### config.mk
export PLATFORM = sky130hd
export DESIGN_NAME = uart_tx_sched_flat
export DESIGN_NICKNAME = d
export VERILOG_FILES = /design/src/rtl/uart_pkg.sv /design/src/rtl/uart_tx_sched_if.sv /design/src/rtl/uart_tx_sched_rr_arb2.sv /design/src/rtl/uart_tx_sched.sv /design/src/flat_wrapper.sv
export SDC_FILE = /design/constraint.sdc
export NUM_CORES = 1
export LEC_CHECK = 0
export BUFFER_PORTS_ARGS = -buffer_cell sky130_fd_sc_hd__buf_2
export CAP_MARGIN = 15
export CORE_MARGIN = 2
export CORE_UTILIZATION = 52
export DETAILED_ROUTE_END_ITERATION = 12
export PLACE_DENSITY = 0.79
export SYNTH_ARGS = -nofsm -noshare
export SYNTH_HDL_FRONTEND = slang
export SYNTH_HIERARCHICAL = 1
export SYNTH_SLANG_ARGS = --single-unit
### constraint.sdc
create_clock -name CLK -period 2.6 [get_ports CLK]
set_input_delay 0.52 -clock CLK [delete_from_list [all_inputs] [get_ports CLK]]
set_output_delay 0.52 -clock CLK [all_outputs]
set_load 0.1 [all_outputs]
### src/rtl/uart_pkg.sv
// Shared definitions for the UART transmit scheduler: FSM states,
// the default acceptance timeout and a helper that clamps it.
package uart_pkg;

    // Scheduler FSM states.
    typedef enum logic [1:0] {
        IDLE    = 2'd0,
        SEND    = 2'd1,
        WAIT_HI = 2'd2,
        WAIT_LO = 2'd3
    } state_e;

    // Cycles the scheduler waits in WAIT_HI for the transmitter to go busy.
    localparam int TMO_CYC_DEF = 4;

    // Width of the WAIT_HI timeout counter (covers limits up to 7).
    localparam int TMO_CNT_W = 3;

    // Clamp a timeout parameter into the usable 1..7 range.
    function automatic logic [TMO_CNT_W-1:0] tmoLimit(input int cyc);
        if (cyc < 1) begin
            return TMO_CNT_W'(1);
        end else if (cyc > 7) begin
            return TMO_CNT_W'(7);
        end else begin
            return TMO_CNT_W'(cyc);
        end
    endfunction

endpackage

### src/rtl/uart_tx_sched_if.sv
// Bundle of requester, transmitter and status signals around the scheduler.
// The slave modport is the scheduler's view; master is the environment's view.
interface uart_tx_sched_if;

    logic        REQ0_VLD;
    logic [7:0]  REQ0_DATA;
    logic        REQ0_ACK;
    logic        REQ1_VLD;
    logic [15:0] REQ1_DATA;
    logic        REQ1_ACK;
    logic [7:0]  TX_P_DATA;
    logic        TX_DATA_VALID;
    logic        TX_BUSY;
    logic        SCHED_BUSY;
    logic        ERR;
    logic        ERR_CLR;

    modport slave (
        input  REQ0_VLD, REQ0_DATA, REQ1_VLD, REQ1_DATA, TX_BUSY, ERR_CLR,
        output REQ0_ACK, REQ1_ACK, TX_P_DATA, TX_DATA_VALID, SCHED_BUSY, ERR
    );

    modport master (
        output REQ0_VLD, REQ0_DATA, REQ1_VLD, REQ1_DATA, TX_BUSY, ERR_CLR,
        input  REQ0_ACK, REQ1_ACK, TX_P_DATA, TX_DATA_VALID, SCHED_BUSY, ERR
    );

endinterface

### src/rtl/uart_tx_sched_rr_arb2.sv
// Two-way round-robin arbiter. A grant is only issued while enabled, and the
// priority pointer flips to the other requester whenever a grant is taken.
module rr_arb2 (
    input  logic CLK,
    input  logic RST,
    input  logic en_i,
    input  logic req0_i,
    input  logic req1_i,
    output logic gnt0_o,
    output logic gnt1_o
);

    // prio_q = 0 favours requester 0, prio_q = 1 favours requester 1.
    logic prio_q;
    logic prio_d;

    // Grant decision and next priority pointer.
    always_comb begin
        gnt0_o = en_i & req0_i & (~req1_i | ~prio_q);
        gnt1_o = en_i & req1_i & (~req0_i |  prio_q);
        prio_d = prio_q;
        if (gnt0_o) begin
            prio_d = 1'b1;
        end else if (gnt1_o) begin
            prio_d = 1'b0;
        end
    end

    // Priority pointer register; reset leaves requester 0 favoured.
    always_ff @(posedge CLK or negedge RST) begin
        if (!RST) begin
            prio_q <= 1'b0;
        end else begin
            prio_q <= prio_d;
        end
    end

endmodule

### src/rtl/uart_tx_sched.sv
// UART transmit scheduler: arbitrates two requesters frame by frame, feeds
// their bytes one at a time to a UART transmitter by watching its busy flag,
// and raises a sticky error when a byte is not picked up in time.
module uart_tx_sched
    import uart_pkg::*;
#(
    parameter int TMO_CYC = TMO_CYC_DEF
) (
    input logic            CLK,
    input logic            RST,
    uart_tx_sched_if.slave bus
);

    localparam logic [TMO_CNT_W-1:0] TMO_LIM = tmoLimit(TMO_CYC);

    state_e               state_q, state_d;
    logic [15:0]          buf_q, buf_d;
    logic [1:0]           byteCnt_q, byteCnt_d;
    logic [TMO_CNT_W-1:0] tmoCnt_q, tmoCnt_d;
    logic [7:0]           txData_q, txData_d;
    logic                 valid_q, valid_d;
    logic                 ack0_q, ack0_d;
    logic                 ack1_q, ack1_d;
    logic                 busy_q, busy_d;
    logic                 err_q, err_d;

    logic                 arbEn;
    logic                 gnt0;
    logic                 gnt1;

    assign arbEn = (state_q == IDLE);

    rr_arb2 uArb (
        .CLK    (CLK),
        .RST    (RST),
        .en_i   (arbEn),
        .req0_i (bus.REQ0_VLD),
        .req1_i (bus.REQ1_VLD),
        .gnt0_o (gnt0),
        .gnt1_o (gnt1)
    );

    // Next-state and next-output logic; every output is registered below.
    always_comb begin
        state_d   = state_q;
        buf_d     = buf_q;
        byteCnt_d = byteCnt_q;
        tmoCnt_d  = tmoCnt_q;
        txData_d  = txData_q;
        valid_d   = 1'b0;
        ack0_d    = 1'b0;
        ack1_d    = 1'b0;
        err_d     = bus.ERR_CLR ? 1'b0 : err_q;

        case (state_q)
            IDLE: begin
                tmoCnt_d = '0;
                if (gnt0) begin
                    buf_d     = {8'h00, bus.REQ0_DATA};
                    byteCnt_d = 2'd1;
                    txData_d  = bus.REQ0_DATA;
                    valid_d   = 1'b1;
                    ack0_d    = 1'b1;
                    state_d   = SEND;
                end else if (gnt1) begin
                    buf_d     = bus.REQ1_DATA;
                    byteCnt_d = 2'd2;
                    txData_d  = bus.REQ1_DATA[7:0];
                    valid_d   = 1'b1;
                    ack1_d    = 1'b1;
                    state_d   = SEND;
                end
            end

            SEND: begin
                tmoCnt_d = '0;
                state_d  = WAIT_HI;
            end

            WAIT_HI: begin
                if (bus.TX_BUSY) begin
                    tmoCnt_d = '0;
                    state_d  = WAIT_LO;
                end else if (tmoCnt_q + 1'b1 == TMO_LIM) begin
                    // Byte never accepted: flag it and abandon the frame.
                    tmoCnt_d  = '0;
                    byteCnt_d = 2'd0;
                    err_d     = 1'b1;
                    state_d   = IDLE;
                end else begin
                    tmoCnt_d = tmoCnt_q + 1'b1;
                end
            end

            WAIT_LO: begin
                if (!bus.TX_BUSY) begin
                    if (byteCnt_q == 2'd2) begin
                        // Swap halves so the byte just sent parks in the
                        // upper half once the high byte goes out.
                        buf_d     = {buf_q[7:0], buf_q[15:8]};
                        byteCnt_d = 2'd1;
                        txData_d  = buf_q[15:8];
                        valid_d   = 1'b1;
                        state_d   = SEND;
                    end else begin
                        byteCnt_d = 2'd0;
                        state_d   = IDLE;
                    end
                end
            end

            default: begin
                state_d = IDLE;
            end
        endcase

        busy_d = (state_d != IDLE);
    end

    // State, datapath and output registers.
    always_ff @(posedge CLK or negedge RST) begin
        if (!RST) begin
            state_q   <= IDLE;
            buf_q     <= '0;
            byteCnt_q <= '0;
            tmoCnt_q  <= '0;
            txData_q  <= '0;
            valid_q   <= 1'b0;
            ack0_q    <= 1'b0;
            ack1_q    <= 1'b0;
            busy_q    <= 1'b0;
            err_q     <= 1'b0;
        end else begin
            state_q   <= state_d;
            buf_q     <= buf_d;
            byteCnt_q <= byteCnt_d;
            tmoCnt_q  <= tmoCnt_d;
            txData_q  <= txData_d;
            valid_q   <= valid_d;
            ack0_q    <= ack0_d;
            ack1_q    <= ack1_d;
            busy_q    <= busy_d;
            err_q     <= err_d;
        end
    end

    assign bus.REQ0_ACK      = ack0_q;
    assign bus.REQ1_ACK      = ack1_q;
    assign bus.TX_P_DATA     = txData_q;
    assign bus.TX_DATA_VALID = valid_q;
    assign bus.SCHED_BUSY    = busy_q;
    assign bus.ERR           = err_q;

endmodule

### src/flat_wrapper.sv
// flat-port wrapper written by rule: the top's interface ports become plain ports
module uart_tx_sched_flat import uart_pkg::*;
#(
    parameter int TMO_CYC = TMO_CYC_DEF
)
  (CLK, RST, bus_REQ0_VLD, bus_REQ0_DATA, bus_REQ1_VLD, bus_REQ1_DATA, bus_TX_BUSY, bus_ERR_CLR, bus_REQ0_ACK, bus_REQ1_ACK, bus_TX_P_DATA, bus_TX_DATA_VALID, bus_SCHED_BUSY, bus_ERR);
  uart_tx_sched_if bus_i ();
  input logic CLK;
  input logic RST;
  input wire logic [$bits(bus_i.REQ0_VLD)-1:0] bus_REQ0_VLD;
  input wire logic [$bits(bus_i.REQ0_DATA)-1:0] bus_REQ0_DATA;
  input wire logic [$bits(bus_i.REQ1_VLD)-1:0] bus_REQ1_VLD;
  input wire logic [$bits(bus_i.REQ1_DATA)-1:0] bus_REQ1_DATA;
  input wire logic [$bits(bus_i.TX_BUSY)-1:0] bus_TX_BUSY;
  input wire logic [$bits(bus_i.ERR_CLR)-1:0] bus_ERR_CLR;
  output wire logic [$bits(bus_i.REQ0_ACK)-1:0] bus_REQ0_ACK;
  output wire logic [$bits(bus_i.REQ1_ACK)-1:0] bus_REQ1_ACK;
  output wire logic [$bits(bus_i.TX_P_DATA)-1:0] bus_TX_P_DATA;
  output wire logic [$bits(bus_i.TX_DATA_VALID)-1:0] bus_TX_DATA_VALID;
  output wire logic [$bits(bus_i.SCHED_BUSY)-1:0] bus_SCHED_BUSY;
  output wire logic [$bits(bus_i.ERR)-1:0] bus_ERR;
  assign bus_i.REQ0_VLD = bus_REQ0_VLD;
  assign bus_i.REQ0_DATA = bus_REQ0_DATA;
  assign bus_i.REQ1_VLD = bus_REQ1_VLD;
  assign bus_i.REQ1_DATA = bus_REQ1_DATA;
  assign bus_i.TX_BUSY = bus_TX_BUSY;
  assign bus_i.ERR_CLR = bus_ERR_CLR;
  assign bus_REQ0_ACK = bus_i.REQ0_ACK;
  assign bus_REQ1_ACK = bus_i.REQ1_ACK;
  assign bus_TX_P_DATA = bus_i.TX_P_DATA;
  assign bus_TX_DATA_VALID = bus_i.TX_DATA_VALID;
  assign bus_SCHED_BUSY = bus_i.SCHED_BUSY;
  assign bus_ERR = bus_i.ERR;
  uart_tx_sched #(.TMO_CYC(TMO_CYC)) u_core (.CLK(CLK), .RST(RST), .bus(bus_i));
endmodule
==> flow_summary.toml, run 1 <==
[synth]
yosysTopAreaCell = "dfrtp_1"
ys_types = 33
syn-num-nets = 209
synth_seq_cells = 29
syn_area_um2 = 1640
yosys.area_share.simple = 0.158
yosysSeqAreaShare = 0.444
synthXorXnorAreaFrac = 0.00995
avgSynthCellArea_um2 = 9.51
yosys-top-cells-area = "dfrtp_1 44%, mux2i_1 5.5%, ha_1 5.4%, nand2_1 4.8%, a21oi_1 4.6%"
synth_top_area_share = 0.444
ys_warn_count = 6
synth-compound-area-share = 0.194
synth_fa_ha_area_frac = 0.0536
synth_top_family_by_area = "compound AO/OA/AOI/OAI gates"
syn_inst = 172
synthMuxAreaShare = 0.0620

[global_route]
antenna_found_initial = 0
grt_pass1_wl_um = 5450
grt_overflow = 0
grt_usage = 0.207
grt_pass1_vias = 1274
grt_max_degree = 33

[setup_path]
cp.required_ns = 2.86
crit_family = "simple AND/OR/NAND/NOR gates"
end_kind = "register"
slowest_stage = "nor2_1"
max_stage_delay_ns = 0.51
crit_type = "reg -> reg"
r2r_slack_ns = 0.44
critPathArrivalTime_ns = 2.42
critical_path.max_fanout = 15
reg2reg_depth = 8
crit_buf_inv = 2
start_kind = "register"
rr_startpoint = "u_core/state_q[0]"
worstPathCellList = "inv_1, ha_1, nand2_1, a21oi_2, buf_4, nor2_1, a22oi_1, o21ai_1"
critPathLaunch = "u_core/state_q[0]"
regToRegEndpoint = "u_core/buf_q[9]"

[floorplan]
die_h_um = 60.1
start_util = 0.540
placeableCoreArea_um2 = 3030
rows = 20
dieArea_um2 = 3610
die_w_um = 60.1
ios = 43

[power]
switching_share = 0.544
clock_power_share = 0.107
power_leakage_nw = 0.926
irDropWorstVdd_mv = 0.466
p_switching_mw = 1.43
cellPowerDensity_nw_per_um2 = 1400
p_seq_frac = 0.291
combinationalPowerShare = 0.602
p_int_mw = 1.20

[sta]
whs_ns = 0.201
max_slew_margin = 0.570
setup_viol = 0
slew_viol_final = 0
worstMarginPinSlew_ns = 0.644
post-route-period-util = 0.830
fin_crit_ns = 2.16
hold_violations = 0
fmax_mhz = 463
grt_setup_unrepaired = "false"
clock-skew-final_ns = 0.00506
tns_ns = 0

[clock_tree]
clock_latency_ns = 0.33
cts.sinks = 29
htreeDepth = 2
cts_tree = "yes"
numCtsBuffers = 5
clkSlewWorstSetupHoldPaths_ns = 0.09
cts_root_buf = "clkbuf_4"
cts_hold_buf = 0
ctsLongestPathBuffers = 2

[placed_design]
place.gp.congestion = 0.758
hpwl_um = 2580
portBuffers = 42

[cells_and_area]
insertedDiodeCount = 0
nets = 244
synthToLayoutAreaGrowth_pct = 14.5
drive_gt1_frac = 0.280

[run_status]
status = "finished, final reports clean"

[route]
postRouteWirelength_um = 3500
drcViolationCount = 0
drtAntennaViolNets = 0
post_drt_wl_per_cell_um = 14.0
drt_pass1_iterations = 4
vias_per_cell = 5.44
vias = 1366
drt-initial-drc-count = 76

[worst_hold_path]
hp-class = "in -> async"

[job]
cap_violations = 0
==> state kept, by name (all words and copies together), names as in the netlist <==
register / count
u_core/bus.REQ1_ACK: 1
u_core/buf_q: 16
u_core/bus.TX_DATA_VALID: 1
u_core/bus.SCHED_BUSY: 1
u_core/bus.ERR: 1
u_core/uArb/prio_q: 1
u_core/state_q: 2
u_core/tmoCnt_q: 3
u_core/byteCnt_q: 2
u_core/bus.REQ0_ACK: 1
==> layout make-up <==
| cell class | count | area (um^2) |
|---|---|---|
| repair buffers | 44 | 225 |
| clock buffers | 7 | 55.1 |
| fillers | 268 | 1150 |
| inverters | 7 | 26.3 |
| multi-input cells | 120 | 786 |
| flip-flops and latches | 29 | 726 |
| well taps | 44 | 55.1 |
==> metrics by stage <==
| stage | instance area, um^2 | power, mW | setup slack, ns | instances | util |
|---|---|---|---|---|---|
| 2_1_floorplan | 1640 | 2.15 | 0.681 | 172 | - |
| 3_3_place_gp | 1820 | 2.27 | 0.382 | 244 | 0.600 |
| 3_5_place_dp | 1820 | 2.34 | 0.204 | 244 | 0.600 |
| 4_1_cts | 1870 | 2.62 | 0.215 | 251 | 0.618 |
| 5_1_grt | 1870 | 2.81 | 0.240 | 251 | 0.619 |
| 6_report | 1870 | 2.62 | 0.441 | 251 | 0.619 |
==> synthesized netlist by cell type <==
cell / count
dfrtp_1: 29
nand2_1: 21
a21oi_1: 15
o21ai_1: 14
nor2_1: 11
buf_4: 10
mux2i_1: 9
a22oi_1: 8
ha_1: 7
inv_1: 7
o21ai_0: 5
buf_2: 4
nand2b_1: 4
nor3_1: 4
a21o_1: 2
a31oi_1: 2
buf_1: 2
nor3b_2: 2
o22ai_1: 2
a21oi_2: 1
a31oi_4: 1
and2_1: 1
and3_1: 1
and3b_1: 1
mux2_1: 1
nand3_1: 1
nand4bb_1: 1
nor2b_1: 1
nor3_4: 1
nor3b_1: 1
o32ai_1: 1
o41ai_1: 1
xor2_2: 1
==> logic make-up after synthesis <==
kind of cell               count (synthesis)
AOI/OAI and AO/OA                         52
and+or+nand+nor                           50
DFF                                       29
buffers and inverters                     23
muxes                                     10
adders and majority gates                  7
xor gates and xnor gates                   1
==> per-layer routing <==
layer  GRT usage  routed length (um)  vias up
li1            -                   -      665
met1       0.235                1480      663
met2       0.359                1810       33
met3      0.0779                 173        5
met4      0.0603                  39        0
met5           0                   0        -
==> how the worst max path moves through the flow <==
stage                       to  slack (ns)  cells after the start
2_1_floorplan  u_core/buf_q[2]        0.68                     10
3_3_place_gp   u_core/buf_q[7]        0.38                      7
3_5_place_dp   u_core/buf_q[7]        0.20                      7
4_1_cts        u_core/buf_q[7]        0.21                      7
5_1_grt        u_core/buf_q[7]        0.24                      8
6_report       u_core/buf_q[9]        0.44                      8
==> power groups by stage <==
| stage | Combinational (mW) | Sequential, mW | Clock (mW) |
|---|---|---|---|
| finish | 1.58 | 0.763 | 0.281 |
| global route | 1.71 | 0.790 | 0.304 |
| CTS | 1.57 | 0.763 | 0.285 |
| detailed placement | 1.57 | 0.772 | 0 |
| global placement | 1.51 | 0.755 | 0 |
| floorplan | 1.31 | 0.843 | 0 |
==> timing repair <==
action	in CTS	in global routing
setup endpoints to repair	0	2
gates resized for setup	0	1
setup buffers	0	0
==> cell usage in the layout, fill, tap and decap left out, types with 2 or more instances in the layout <==
cell      count
a21oi_1      14
a21oi_2       2
a22oi_1       8
a31oi_1       2
buf_2        42
buf_4         2
clkbuf_4      5
dfrtp_1      29
ha_1          7
inv_1         7
mux2i_1       9
nand2_1      21
nand2b_1      4
nor2_1       11
nor3_1        4
nor3b_2       2
o21ai_0       5
o21ai_1      14
o22ai_1       2
Power figures use the tool's default switching activity.
==> run 2, diff against run 1 <==
==> constraint.sdc (replaced) <==
create_clock -name CLK -period 2.1 [get_ports CLK]
set_input_delay 0.42 -clock CLK [delete_from_list [all_inputs] [get_ports CLK]]
set_output_delay 0.42 -clock CLK [all_outputs]
set_load 0.1 [all_outputs]
==> run 2 against run 1 <==
  * Worst hold slack worse by 0.099 ns
  * First-iteration DRC count decreased by 20%
  * Core utilization grew 2.1 points
  * Sequential power rose by 23%
  * Via count is 1.8% higher
  * Count of clock-buffer cells in the layout unchanged
  * Non-clock buffer count up 4
  * Cell area grew 3.5%
  * Clock skew up 0.0090 ns
  * Power up 29%
  * Critical path type unchanged
  * Largest cell class unchanged
  * Highest routed layer unchanged
==> flow_summary.toml, run 2 (synthesized netlist as in run 1, its figures left out) <==
[power]
cellPowerDensity_nw_per_um2 = 1750
p_seq_frac = 0.278
irDropWorstVdd_mv = 0.740
p_int_mw = 1.57
power_leakage_nw = 0.957
clock_power_share = 0.115
combinationalPowerShare = 0.607
power_mw = 3.38
p_switching_mw = 1.81
switching_share = 0.535

[setup_path]
cp.required_ns = 2.32
end_kind = "register"
crit_buf_inv = 2
max_stage_delay_ns = 0.45
critPathArrivalTime_ns = 2.17
crit_type = "reg -> reg"
start_kind = "register"
critical_path.max_fanout = 8
reg2reg_depth = 9
r2r_slack_ns = 0.15
crit_family = "flip-flops"
rr_startpoint = "u_core/state_q[0]"
regToRegEndpoint = "u_core/buf_q[6]"
slowest_stage = "dfrtp_1"
worstPathCellList = "inv_2, ha_2, nand2_1, a21oi_2, buf_6, mux2i_1, nor2_1, a21oi_1, o21ai_0"

[floorplan]
placeableCoreArea_um2 = 3030
rows = 20
start_util = 0.540
dieArea_um2 = 3610
die_w_um = 60.1
ios = 43
die_h_um = 60.1

[sta]
slew_viol_final = 0
hold_violations = 0
fin_ws_ns = 0.148
worstMarginPinSlew_ns = 0.644
setup_viol = 0
post-route-period-util = 0.929
clock-skew-final_ns = 0.0141
grt_setup_unrepaired = "false"
max_slew_margin = 0.570
fmax_mhz = 512
fin_crit_ns = 1.95

[global_route]
antenna_found_initial = 0
grt_max_degree = 33
grt_usage = 0.215
grt_pass1_wl_um = 5680
grt_pass1_vias = 1327
grt_overflow = 0

[route]
vias_per_cell = 5.43
postRouteWirelength_um = 3520
drt_pass1_iterations = 6
post_drt_wl_per_cell_um = 13.7
vias = 1390
drtAntennaViolNets = 0
drt-initial-drc-count = 61
drcViolationCount = 0

[cells_and_area]
synthToLayoutAreaGrowth_pct = 18.5
top_register = "u_core/buf_q"
layout_commonest_cell = "buf_2"
nFillCells = 255
drive_gt1_frac = 0.316
insertedDiodeCount = 0
final_cell_mix = "43 x buf_2, 29 x dfrtp_1, 21 x nand2_1"
nets = 248
largest_reg_flops = 16
instances_no_fill = 256
reg_top3 = "u_core/buf_q: 16 flops, u_core/tmoCnt_q: 3 flops"

[placed_design]
dp_slack_ns = -0.0205
hpwl_um = 2520
portBuffers = 42
dp_cells = 247
place.gp.congestion = 0.828

[clock_tree]
clkSlewWorstSetupHoldPaths_ns = 0.10
cts.sinks = 29
cts_tree = "yes"
cts_hold_buf = 0
htreeDepth = 2
postCtsSetupRepairBufs = 0
cts_root_buf = "clkbuf_4"
ctsLongestPathBuffers = 2
numCtsBuffers = 5
clock_latency_ns = 0.33

[run_status]
status = "finished, final reports clean"

[worst_hold_path]
hp-class = "in -> async"

[job]
cap_violations = 0
[run 2: changes by cell type in the layout (fill, tap and decap cells not counted), sizes merged]
cell	before	now
clkinv	0	1
buf	44	48
[run 2: layout make-up]
cell class / instances / area, um^2 / area share
timing repair buffer: 48 / 260 / 0.134
inverter: 7 / 26.3 / 0.0136
sequential: 29 / 726 / 0.374
multi-input combinational: 120 / 801 / 0.413
clock buffer: 7 / 65.1 / 0.0336
clock inverter: 1 / 5.00 / 0.00258
tap: 44 / 55.1 / 0.0284
[run 2: how the worst max path moves through the flow]
stage,depth (start not counted),start,to,slack (ns)
finish,9,u_core/state_q[0],u_core/buf_q[6],0.15
global placement,9,u_core/state_q[0],u_core/buf_q[6],0.16
global route,9,u_core/state_q[0],u_core/buf_q[7],0.05
CTS,9,u_core/state_q[0],u_core/buf_q[7],0.02
floorplan,10,u_core/state_q[0],u_core/buf_q[2],0.18
detailed placement,7,u_core/state_q[0],u_core/byteCnt_q[1],-0.02
[run 2: metal layers]
| layer | share of wire | vias to the layer above | GRT usage |
|---|---|---|---|
| met1 | 0.42 | 657 | 0.262 |
| met4 | 0.021 | 0 | 0.111 |
| met2 | 0.50 | 54 | 0.342 |
| met3 | 0.059 | 10 | 0.0671 |
| li1 | - | 669 | - |
| met5 | 0 | - | 0 |
[run 2: power by group through the flow]
stage,sequential [mW],combinational (mW),clock (mW)
floorplan,1.04,1.62,0
global placement,0.927,1.92,0
detailed placement,0.945,2.00,0
CTS,0.933,2.02,0.400
global route,0.957,2.22,0.427
finish,0.940,2.05,0.388
[run 2: what timing repair did]
item,4_1_cts,5_1_grt
resized for setup,2,5
setup endpoints to repair,13,19
cloned,0,1
[run 2: per-stage QoR]
stage                     TNS, ns   util  area (um^2)  hold WS [ns]
final                           0  0.640         1940         0.101
after global routing            0  0.640         1940         0.127
after CTS                       0  0.633         1920         0.112
after detailed placement  -0.0205  0.607         1840         0.481
after global placement          0  0.607         1840         0.467
after floorplan                 0      -         1640         0.124
==> run 3, diff against run 2 <==
--- a/config.mk
+++ b/config.mk
@@ -13,5 +13,4 @@
 export PLACE_DENSITY = 0.79
 export SYNTH_ARGS = -nofsm -noshare
 export SYNTH_HDL_FRONTEND = slang
-export SYNTH_HIERARCHICAL = 1
 export SYNTH_SLANG_ARGS = --single-unit
==> run 3 against run 2 <==
  * Register-to-register slack improved by 0.07 ns
  * Global-route usage unchanged
  * Cell count decreased by 7.4%
  * Core utilization shrank 2.6 points
  * Sequential cell count unchanged
  * Via count shrank 3.2%
  * Setup slack gained 0.071 ns
==> flow_summary.toml, run 3 <==
[global_route]
antenna_found_initial = 0
grt_pass1_wl_um = 5750
grt_max_degree = 30
grt_usage = 0.215
grt_pass1_vias = 1297
grt_overflow = 0

[clock_tree]
cts_tree = "yes"
cts_hold_buf = 0
cts.sinks = 29
htreeDepth = 2
clock_latency_ns = 0.33
postCtsSetupRepairBufs = 0
numCtsBuffers = 5
ctsLongestPathBuffers = 2
cts_root_buf = "clkbuf_4"
clkSlewWorstSetupHoldPaths_ns = 0.09
cts_resized = 0

[sta]
fmax_mhz = 532
grt_setup_unrepaired = "false"
hold_violations = 0
tns_ns = 0
worstMarginPinSlew_ns = 0.647
post-route-period-util = 0.895
setup_viol = 0
clock-skew-final_ns = 0.0101
max_slew_margin = 0.569
slew_viol_final = 0
fin_crit_ns = 1.88

[synth]
synth_ff_type = "dfrtp_1"
synth_common_cells = "29 x dfrtp_1, 22 x nor2_1, 13 x nand2_1, 10 x o21ai_1"
synth_top_area_share = 0.448
ys_types = 38
yosysSeqAreaShare = 0.448
syn_inst = 167
yosysMostFrequentCell = "dfrtp_1"
synth_edf_count = 0
synthArstFlopShare = 1.00
yosysTopAreaCell = "dfrtp_1"
syn_area_um2 = 1620
syn-num-nets = 205
avgSynthCellArea_um2 = 9.71
synth_seq_cells = 29
yosys-top-cells-area = "dfrtp_1 45%, ha_1 6.2%, nor2_1 5.1%, a211oi_1 4.2%, buf_4 4.2%"
ys_warn_count = 0

[cells_and_area]
final_cell_mix = "42 x buf_2, 29 x dfrtp_1, 22 x nor2_1"
nets = 242
drive_gt1_frac = 0.289
top_register = "u_core.buf_q"
synthToLayoutAreaGrowth_pct = 13.7
largest_reg_flops = 16
layout_commonest_cell = "buf_2"
reg_top3 = "u_core.buf_q: 16 flops, u_core.tmoCnt_q: 3 flops"
insertedDiodeCount = 0

[setup_path]
start_kind = "register"
max_stage_delay_ns = 0.42
cp.required_ns = 2.36
crit_type = "reg -> reg"
r2r_slack_ns = 0.22
critical_path.max_fanout = 16
critPathArrivalTime_ns = 2.14
worstPathCellList = "inv_1, ha_1, nor3b_1, o21bai_2, a221oi_1, nor2_1"
crit_buf_inv = 1
crit_family = "compound AO/OA/AOI/OAI gates"
slowest_stage = "dfrtp_1"
end_kind = "register"

[floorplan]
die_h_um = 59.8
rows = 20
dieArea_um2 = 3580
placeableCoreArea_um2 = 3000
ios = 43
start_util = 0.540
die_w_um = 59.8

[route]
drcViolationCount = 0
drtAntennaViolNets = 0
postRouteWirelength_um = 3440
drt-initial-drc-count = 100
post_drt_wl_per_cell_um = 14.5
vias = 1345
vias_per_cell = 5.68
drt_pass1_iterations = 4

[placed_design]
place.gp.congestion = 0.787
portBuffers = 42
hpwl_um = 2530

[worst_hold_path]
hp-class = "in -> async"

[job]
cap_violations = 0

[run_status]
status = "finished, final reports clean"
-- run 3: cell type report --
| class | count | area, um^2 |
|---|---|---|
| inverters | 8 | 30.0 |
| fillers | 278 | 1160 |
| well taps | 33 | 41.3 |
| flip-flops and latches | 29 | 726 |
| clock buffers | 7 | 55.1 |
| multi-input cells | 117 | 773 |
| repair buffers | 43 | 218 |
-- run 3: logic make-up (layout without fill, tap and decap cells) --
| group | count (synthesis) | after routing | synth area share |
|---|---|---|---|
| xor+xnor | 1 | 1 | 0.00540 |
| mux | 3 | 3 | 0.0193 |
| buf+inv | 21 | 58 | 0.0756 |
| fa+ha+maj | 8 | 8 | 0.0617 |
| flops | 29 | 29 | 0.448 |
| simple gates | 54 | 54 | 0.163 |
| compound gates | 51 | 51 | 0.228 |
-- run 3: metal layers --
layer	global-route usage	vias up	wire length [um]
li1	-	658	-
met1	0.281	648	1580
met2	0.339	37	1630
met3	0.0671	2	197
met4	0.0730	0	31
met5	0	-	0
-- run 3: path summary, 6_finish.rpt --
| path | from | end | cells past startpoint |
|---|---|---|---|
| max reg2reg | u_core.state_q[1] | u_core.buf_q[11] | 6 |
| max in group asynchronous | RST | u_core.tmoCnt_q[0] | 1 |
| min in group CLK | bus_ERR_CLR | u_core.bus.ERR | 2 |
| min | RST | u_core.buf_q[13] | 1 |
| min reg2reg | u_core.buf_q[10] | u_core.buf_q[10] | 2 |
| max | u_core.state_q[1] | u_core.buf_q[11] | 6 |
-- run 3: worst register-to-register path, cell delays in order (launching register included) --
cell and delay [ns]:
dfrtp_1 0.42, inv_1 0.18, ha_1 0.26, nor3b_1 0.32
o21bai_2 0.37, a221oi_1 0.13, nor2_1 0.14
-- run 3: stage by stage --
stage | instance area, um^2 | setup WS (ns) | hold slack, ns | instances | util
6_report | 1840 | 0.220 | 0.103 | 237 | 0.614
5_1_grt | 1840 | 0.0372 | 0.159 | 237 | 0.614
2_1_floorplan | 1620 | 0.447 | 0.124 | 167 | -
4_1_cts | 1840 | 0.224 | 0.126 | 237 | 0.614
3_5_place_dp | 1790 | 0.236 | 0.494 | 230 | 0.595
3_3_place_gp | 1790 | 0.312 | 0.472 | 230 | 0.595
Power of run 3 is left out: the tool's default activity adds up to more than one toggle a clock period on the data nets, which glitch-free logic cannot reach.
